<file path="src/rtl/prog_loader.sv">
// Boot-time program loader: parses SYNC, LEN, payload, CSUM frames from a
// valid/ready byte stream, writes the payload to memory and releases cpu_reset on a good checksum.
module prog_loader #(
   parameter logic [7:0] BASE_ADDR = 8'h00,
   parameter logic [7:0] SYNC_BYTE = 8'hA5
) (
   input  logic       clock,
   input  logic       reset,
   input  logic [7:0] rx_data,
   input  logic       rx_valid,
   output logic       rx_ready,
   output logic       mem_we,
   output logic [7:0] mem_addr,
   output logic [7:0] mem_wdata,
   output logic       cpu_reset,
   output logic       done,
   output logic       err
);

   typedef enum logic [2:0] {
      S_IDLE,
      S_LEN,
      S_DATA,
      S_CSUM,
      S_DONE,
      S_ERR
   } state_t;

   state_t     state, state_n;
   logic [8:0] count, count_n;
   logic [7:0] sum, sum_n;
   logic [7:0] addr, addr_n;
   logic       mem_we_n;
   logic [7:0] mem_addr_n, mem_wdata_n;
   logic       accept;

   always_comb begin
      accept      = rx_valid && rx_ready;
      state_n     = state;
      count_n     = count;
      sum_n       = sum;
      addr_n      = addr;
      mem_we_n    = 1'b0;
      mem_addr_n  = mem_addr;
      mem_wdata_n = mem_wdata;
      if (accept) begin
         case (state)
            S_IDLE, S_ERR: begin
               if (rx_data == SYNC_BYTE) state_n = S_LEN;
            end
            S_LEN: begin
               // LEN=0 encodes a full 256-byte payload
               count_n = {rx_data == 8'h00, rx_data};
               sum_n   = '0;
               addr_n  = BASE_ADDR;
               state_n = S_DATA;
            end
            S_DATA: begin
               mem_we_n    = 1'b1;
               mem_addr_n  = addr;
               mem_wdata_n = rx_data;
               sum_n       = sum + rx_data;
               addr_n      = addr + 8'd1;
               count_n     = count - 9'd1;
               if (count == 9'd1) state_n = S_CSUM;
            end
            S_CSUM: begin
               state_n = (rx_data == sum) ? S_DONE : S_ERR;
            end
            default: ;
         endcase
      end
   end

   always_ff @(posedge clock) begin
      if (reset) begin
         state     <= S_IDLE;
         count     <= '0;
         sum       <= '0;
         addr      <= BASE_ADDR;
         mem_we    <= 1'b0;
         mem_addr  <= BASE_ADDR;
         mem_wdata <= '0;
         rx_ready  <= 1'b0;
         cpu_reset <= 1'b1;
         done      <= 1'b0;
         err       <= 1'b0;
      end else begin
         state     <= state_n;
         count     <= count_n;
         sum       <= sum_n;
         addr      <= addr_n;
         mem_we    <= mem_we_n;
         mem_addr  <= mem_addr_n;
         mem_wdata <= mem_wdata_n;
         // status flags are registered from the next state so they align with it
         rx_ready  <= (state_n != S_DONE);
         cpu_reset <= (state_n != S_DONE);
         done      <= (state_n == S_DONE);
         err       <= (state_n == S_ERR);
      end
   end

endmodule

</file>
<file path="config.mk">
export PLATFORM = sky130hd
export DESIGN_NAME = prog_loader
export DESIGN_NICKNAME = d
export VERILOG_FILES = /design/src/rtl/prog_loader.sv
export SDC_FILE = /design/constraint.sdc
export NUM_CORES = 1
export LEC_CHECK = 0
export CELL_PAD_IN_SITES_DETAIL_PLACEMENT = 2
export CELL_PAD_IN_SITES_GLOBAL_PLACEMENT = 2
export CORE_MARGIN = 5
export CORE_UTILIZATION = 35
export DETAILED_ROUTE_END_ITERATION = 16
export GPL_ROUTABILITY_DRIVEN = 0
export HOLD_SLACK_MARGIN = 0.1
export PLACE_DENSITY_LB_ADDON = 0.05
export SYNTH_ARGS = -nofsm -noshare
export SYNTH_HDL_FRONTEND = slang
export SYNTH_SLANG_ARGS = --single-unit
</file>
<file path="constraint.sdc">
create_clock -name clock -period 3.4 [get_ports clock]
set_input_delay 0.51 -clock clock [delete_from_list [all_inputs] [get_ports clock]]
set_output_delay 0.51 -clock clock [all_outputs]
set_load 0.02 [all_outputs]
</file>
# Word-level counts from Yosys, hierarchy flattened
# Index checks and enable logic that the tools add are counted.
dict set report totals {
  regBits 49
  in_bits 11
  out_inout_bits 21
  wordCells 42
}
dict set report classes {
  n_addsub 3
  eq_ne 10
  muxes 9
  bitwise 1
  reduce_logical 8
}
# operator n
set ops {}
lappend ops {{case mux 8 bit (2 select lines)} 2}
lappend ops {{case mux 9 bit (2 select lines)} 1}
lappend ops {{case mux 3 bit (4 select lines)} 1}
lappend ops {{== test 3 bit, second input constant} 3}
lappend ops {{== test 9 x 1 -> 1 bit, second input constant} 1}
lappend ops {{2-to-1 mux 3 bit} 3}
lappend ops {{subtractor 9 x 1 -> 9 bit, second input constant} 1}
lappend ops {{adder 8 x 1 -> 8 bit, second input constant} 1}
lappend ops {{adder 8 bit} 1}
lappend ops {{== test 8 bit} 1}
lappend ops {{== test 8 bit, second input constant} 1}
lappend ops {{logical NOT 8 bit} 1}
lappend ops {{== test 3 x 2 -> 1 bit, second input constant} 2}
lappend ops {{AND reduction 2 bit} 2}
lappend ops {{OR reduction 2 bit} 2}
lappend ops {{== test 3 x 1 -> 1 bit, second input constant} 1}
lappend ops {{logical NOT 3 bit} 1}
lappend ops {{!= test 3 bit, second input constant} 1}
lappend ops {{2-to-1 mux 1 bit} 2}
lappend ops {{nonzero test 2 bit} 1}
lappend ops {{logical AND 1 bit} 1}
lappend ops {{inverter 1 bit} 1}

# Logic depth before layout (Yosys ltp)
dict set report logic_depth {
  depth_word 5
  mapped_depth 8
  mapped_depth_nobuf 7
}

# Least setup slack after synthesis
# Ideal clock, no wire load.
dict set report synth_timing {
  path_type {input to register}
  startpoint {input port rx_data[0]}
  endpoint {register sum[6]}
  setup_time_ns 0.129
  arrival_ns 1.811
  required_ns 3.271
  slack_ns 1.460
  path_stages 7
  path_buffers 0
  cell_sequence {ha_1 fa_1 a211oi_1 o21bai_1 a21oi_1 xor2_1 o31ai_1}
}
dict set report synth_between {
  elab_chain_cells 2
}
# element line
set synth_rtl {}
lappend synth_rtl {{start, declared} 9} ;# input logic [7:0] rx_data,
lappend synth_rtl {{adder 8 bit} 62} ;# sum_n = sum + rx_data;
lappend synth_rtl {{case mux 8 bit (2 select lines)} 47} ;# case (state)
lappend synth_rtl {{end signal, assigned} 91} ;# sum <= sum_n;
lappend synth_rtl {{end, declared} 31} ;# logic [7:0] sum, sum_n;
# Every way passes these cells.
# A chain may end at the register's enable or synchronous reset.

# Final worst setup path
# Ends and elaborated chain as after synthesis.

==> out/results.tsv <==
stage	metric	value	unit
detailed_routing	Initial DRC Count	34	
synth	Post-Synth XOR/XNOR Area	2.83	%
synth	top cells by area, synth	dfxtp_1 (40%), a21oi_1 (8.3%), nand2_1 (7.7%)	
grt	number of global-route vias before repair	2511	
clock_network	CTS tree	yes	
clock_network	CTS Root Cell	clkbuf_8	
power	PwrDens	344	nW/µm²
layout	diode count	0	
worst_setup_path	crit end category	flip-flop	
grt	GRT Overall Usage	18.4	%
worst_setup_path	crit start category	input pin	
detailed_routing	DRC errors left	0	
worst_setup_path	RR Endpoint	addr[4]	
place	number of port buffers	31	
sta	crit path time final	2.34	ns
clock_network	clock latency at the later pin of the worst-skew pair	0.31	ns
place	pre-CTS setup slack	0.733	ns
sta	max-slew violations	0	
grt	first-pass GRT wire length	12800	µm
sta	f_max	427	MHz
sta	setup TNS	0	ns
power	Leakage	1.04	nW
clock_network	Clock Sinks	49	
worst_setup_path	slowest CP cell	clkdlybuf4s50_1	
sta	Clock Skews	0.0114	ns
sta	fin crit share	68.8	%
clock_network	clock buffer depth	2	
synth	dominant cell type by area after synthesis	dfxtp_1	
synth	Synth Area in Adders	5.85	%
clock_network	TritonCTS Buffers	5	
clock_network	post-CTS resize count	0	
die	Chip Height	94.2	µm
synth	Seq/Total Area, Yosys	39.6	%
clock_network	clk slew on worst S/H paths	0.09	ns
sta	WHS	0.461	ns
place	hpwl dp	5650	µm
worst_setup_path	critical path fanouts, max	5	
die	Die Wd	94.2	µm
hold_path	number of cells on the worst hold path	2	
detailed_routing	detailed-route via count	2401	
synth	Yosys warnings	0	
sta	setup repair after global routing missed its margin	no	
worst_setup_path	kind of cell adding the most delay to the critical path	adder cells	
grt	grt total ovfl	0	
layout	P&R area growth vs syn	18.6	%
layout	fill cell count	802	
worst_setup_path	crit-path max cell delay	0.51	ns
die	I/O Pins	32	
layout	most frequent cells in the layout	nand2_1 (51), dfxtp_1 (49), a21oi_1 (41), clkdlybuf4s50_1 (30), nor2_1 (25)	
worst_setup_path	Critical Path RT	3.57	ns
die	num rows	30	
synth	mux contribution to synthesized area	1.26	%
worst_setup_path	Crit path buffers/inverters	1	
synth	Post-synth EDFFs	0	
run	max-cap viol count	0	
detailed_routing	Routed WL per cell	17.7	µm
sta	Worst Tran Pin Value	0.771	ns
detailed_routing	Detail Route Antenna Nets	0	
synth	syn avg cell area	7.97	µm²
grt	initial antenna violation count	0	
synth	mapped cell area	2480	µm²
synth	Unique masters post-synth	45	
synth	main combinational cell family by area after synthesis	simple AND/OR/NAND/NOR gates	
detailed_routing	Routed Wire Length	7660	µm
worst_setup_path	crit path DAT	2.52	ns
synth	syn_nets	333	
clock_network	Post-CTS Setup Bufs	0	
worst_setup_path	flop2flop setup slack	1.30	ns
hold_path	Hold EP	sum[3]	
layout	commonest non-fill, non-tap cell in the layout	nand2_1	
detailed_routing	vias per inst	5.56	
layout	number of nets in the layout	357	
power	Total Power	1.01	mW
worst_setup_path	crit-path cells	clkdlybuf4s50_1, ha_1, fa_1, a211oi_1, o21bai_1, a21oi_1, xor2_1, o31ai_1	
outcome	outcome	completed	
synth	top-area cell type share of the netlist area	39.6	%
synth	ys flop type	dfxtp_1	
sta	Slew HR	48.4	%
synth	Post-synth ARST share	0	%
worst_setup_path	reg-to-reg startpoint	state[1]	
die	CORE AREA	6830	µm²
sta	Setup Viol. Count Final	0	
clock_network	# hold bufs at CTS	0	
synth	register bit total from synthesis	49	
sta	Hold Vio Cnt, Final	0	
worst_setup_path	Crit Path Class	in -> reg	
power	VDD IR max	0.130	mV
clock_network	H-tree Lvls	2	
layout	fin util	43.0	%
hold_path	worst hold start	sum[3]	
place	Post-DP Area	2840	µm²
synth	cells after synthesis	311	
worst_setup_path	R2R cell count	6	
sta	final worst slack	1.06	ns
layout	Post-Layout Inst Area	2940	µm²
place	placed cell count	424	
die	die area	8870	µm²
grt	largest net degree at the start of global routing	34	
detailed_routing	DR pass1 iterations	4	
synth	simple-gate share of the synthesized area	26.7	%
die	Starting Density	36.3	%
hold_path	worst min path class	reg -> reg	
layout	Non-Filler Instances	432	
layout	layout cells sized above 1	6.85	%
synth	compound-cell area share of the yosys netlist	19.0	%
synthesized netlist by cell type (all sizes together), types with 4 or more instances:
cell type  count
a31oi          5
nand2         52
ha            10
nor3           8
nand3         10
or4            4
dfxtp         49
buf            8
o21ai         19
nor2          25
a21oi         41
nand4          5
nand3b         4
clkbuf        12
nor4           5
xnor2          5
flip-flops by register name, summed over array words and instances (netlist names):
| signal | flops |
|---|---|
| addr | 8 |
| count | 9 |
| cpu_reset | 1 |
| done | 1 |
| err | 1 |
| mem_addr | 8 |
| mem_wdata | 8 |
| mem_we | 1 |
| rx_ready | 1 |
| state | 3 |
| sum | 8 |
how the worst max path moves through the flow:
| stage | start | to | slack [ns] | cells after the start |
|---|---|---|---|---|
| detailed placement | rx_data[0] | sum[6] | 0.73 | 8 |
| global placement | rx_data[0] | sum[6] | 0.78 | 8 |
| finish | rx_data[0] | sum[6] | 1.06 | 8 |
| floorplan | rx_data[0] | sum[6] | 1.46 | 7 |
| global route | rx_data[0] | sum[6] | 0.98 | 8 |
| CTS | rx_data[0] | sum[6] | 1.05 | 8 |
kinds of logic (layout without fill, tap and decap cells):
logic type / after synthesis / count (layout)
compound gates: 84 / 84
mux: 3 / 3
fa+ha+maj: 11 / 11
buf+inv: 23 / 48
flops: 49 / 49
simple gates: 133 / 133
xor+xnor: 8 / 8
power by group:
group          switching [mW]  internal, mW
registers            0.000545         0.574
clock network           0.212         0.166
logic                  0.0372        0.0230
total                   0.250         0.763
tightest hold or removal path, cell delays in order, from the launching register on:
cell and delay [ns]:
dfxtp_1 0.32, nand2_1 0.05, a21oi_1 0.05
routing by layer:
metal	vias up	share of wire, %	track usage (%)
li1	1148	-	-
met1	1214	47	23.4
met2	32	49	32.4
met3	7	2.7	2.88
met4	0	0.99	4.33
met5	-	0	0
cell type report:
class | instances | area (µm²) | share of cell area, %
Timing Repair Buffer | 37 | 350 | 11.9
Inverter | 3 | 11.3 | 0.383
Clock inverter | 2 | 13.8 | 0.468
Multi-Input combinational cell | 239 | 1380 | 47.0
Clock buffer | 6 | 82.6 | 2.81
Sequential cell | 49 | 981 | 33.4
Tap cell | 96 | 120 | 4.09
Power figures use the tool's default switching activity.
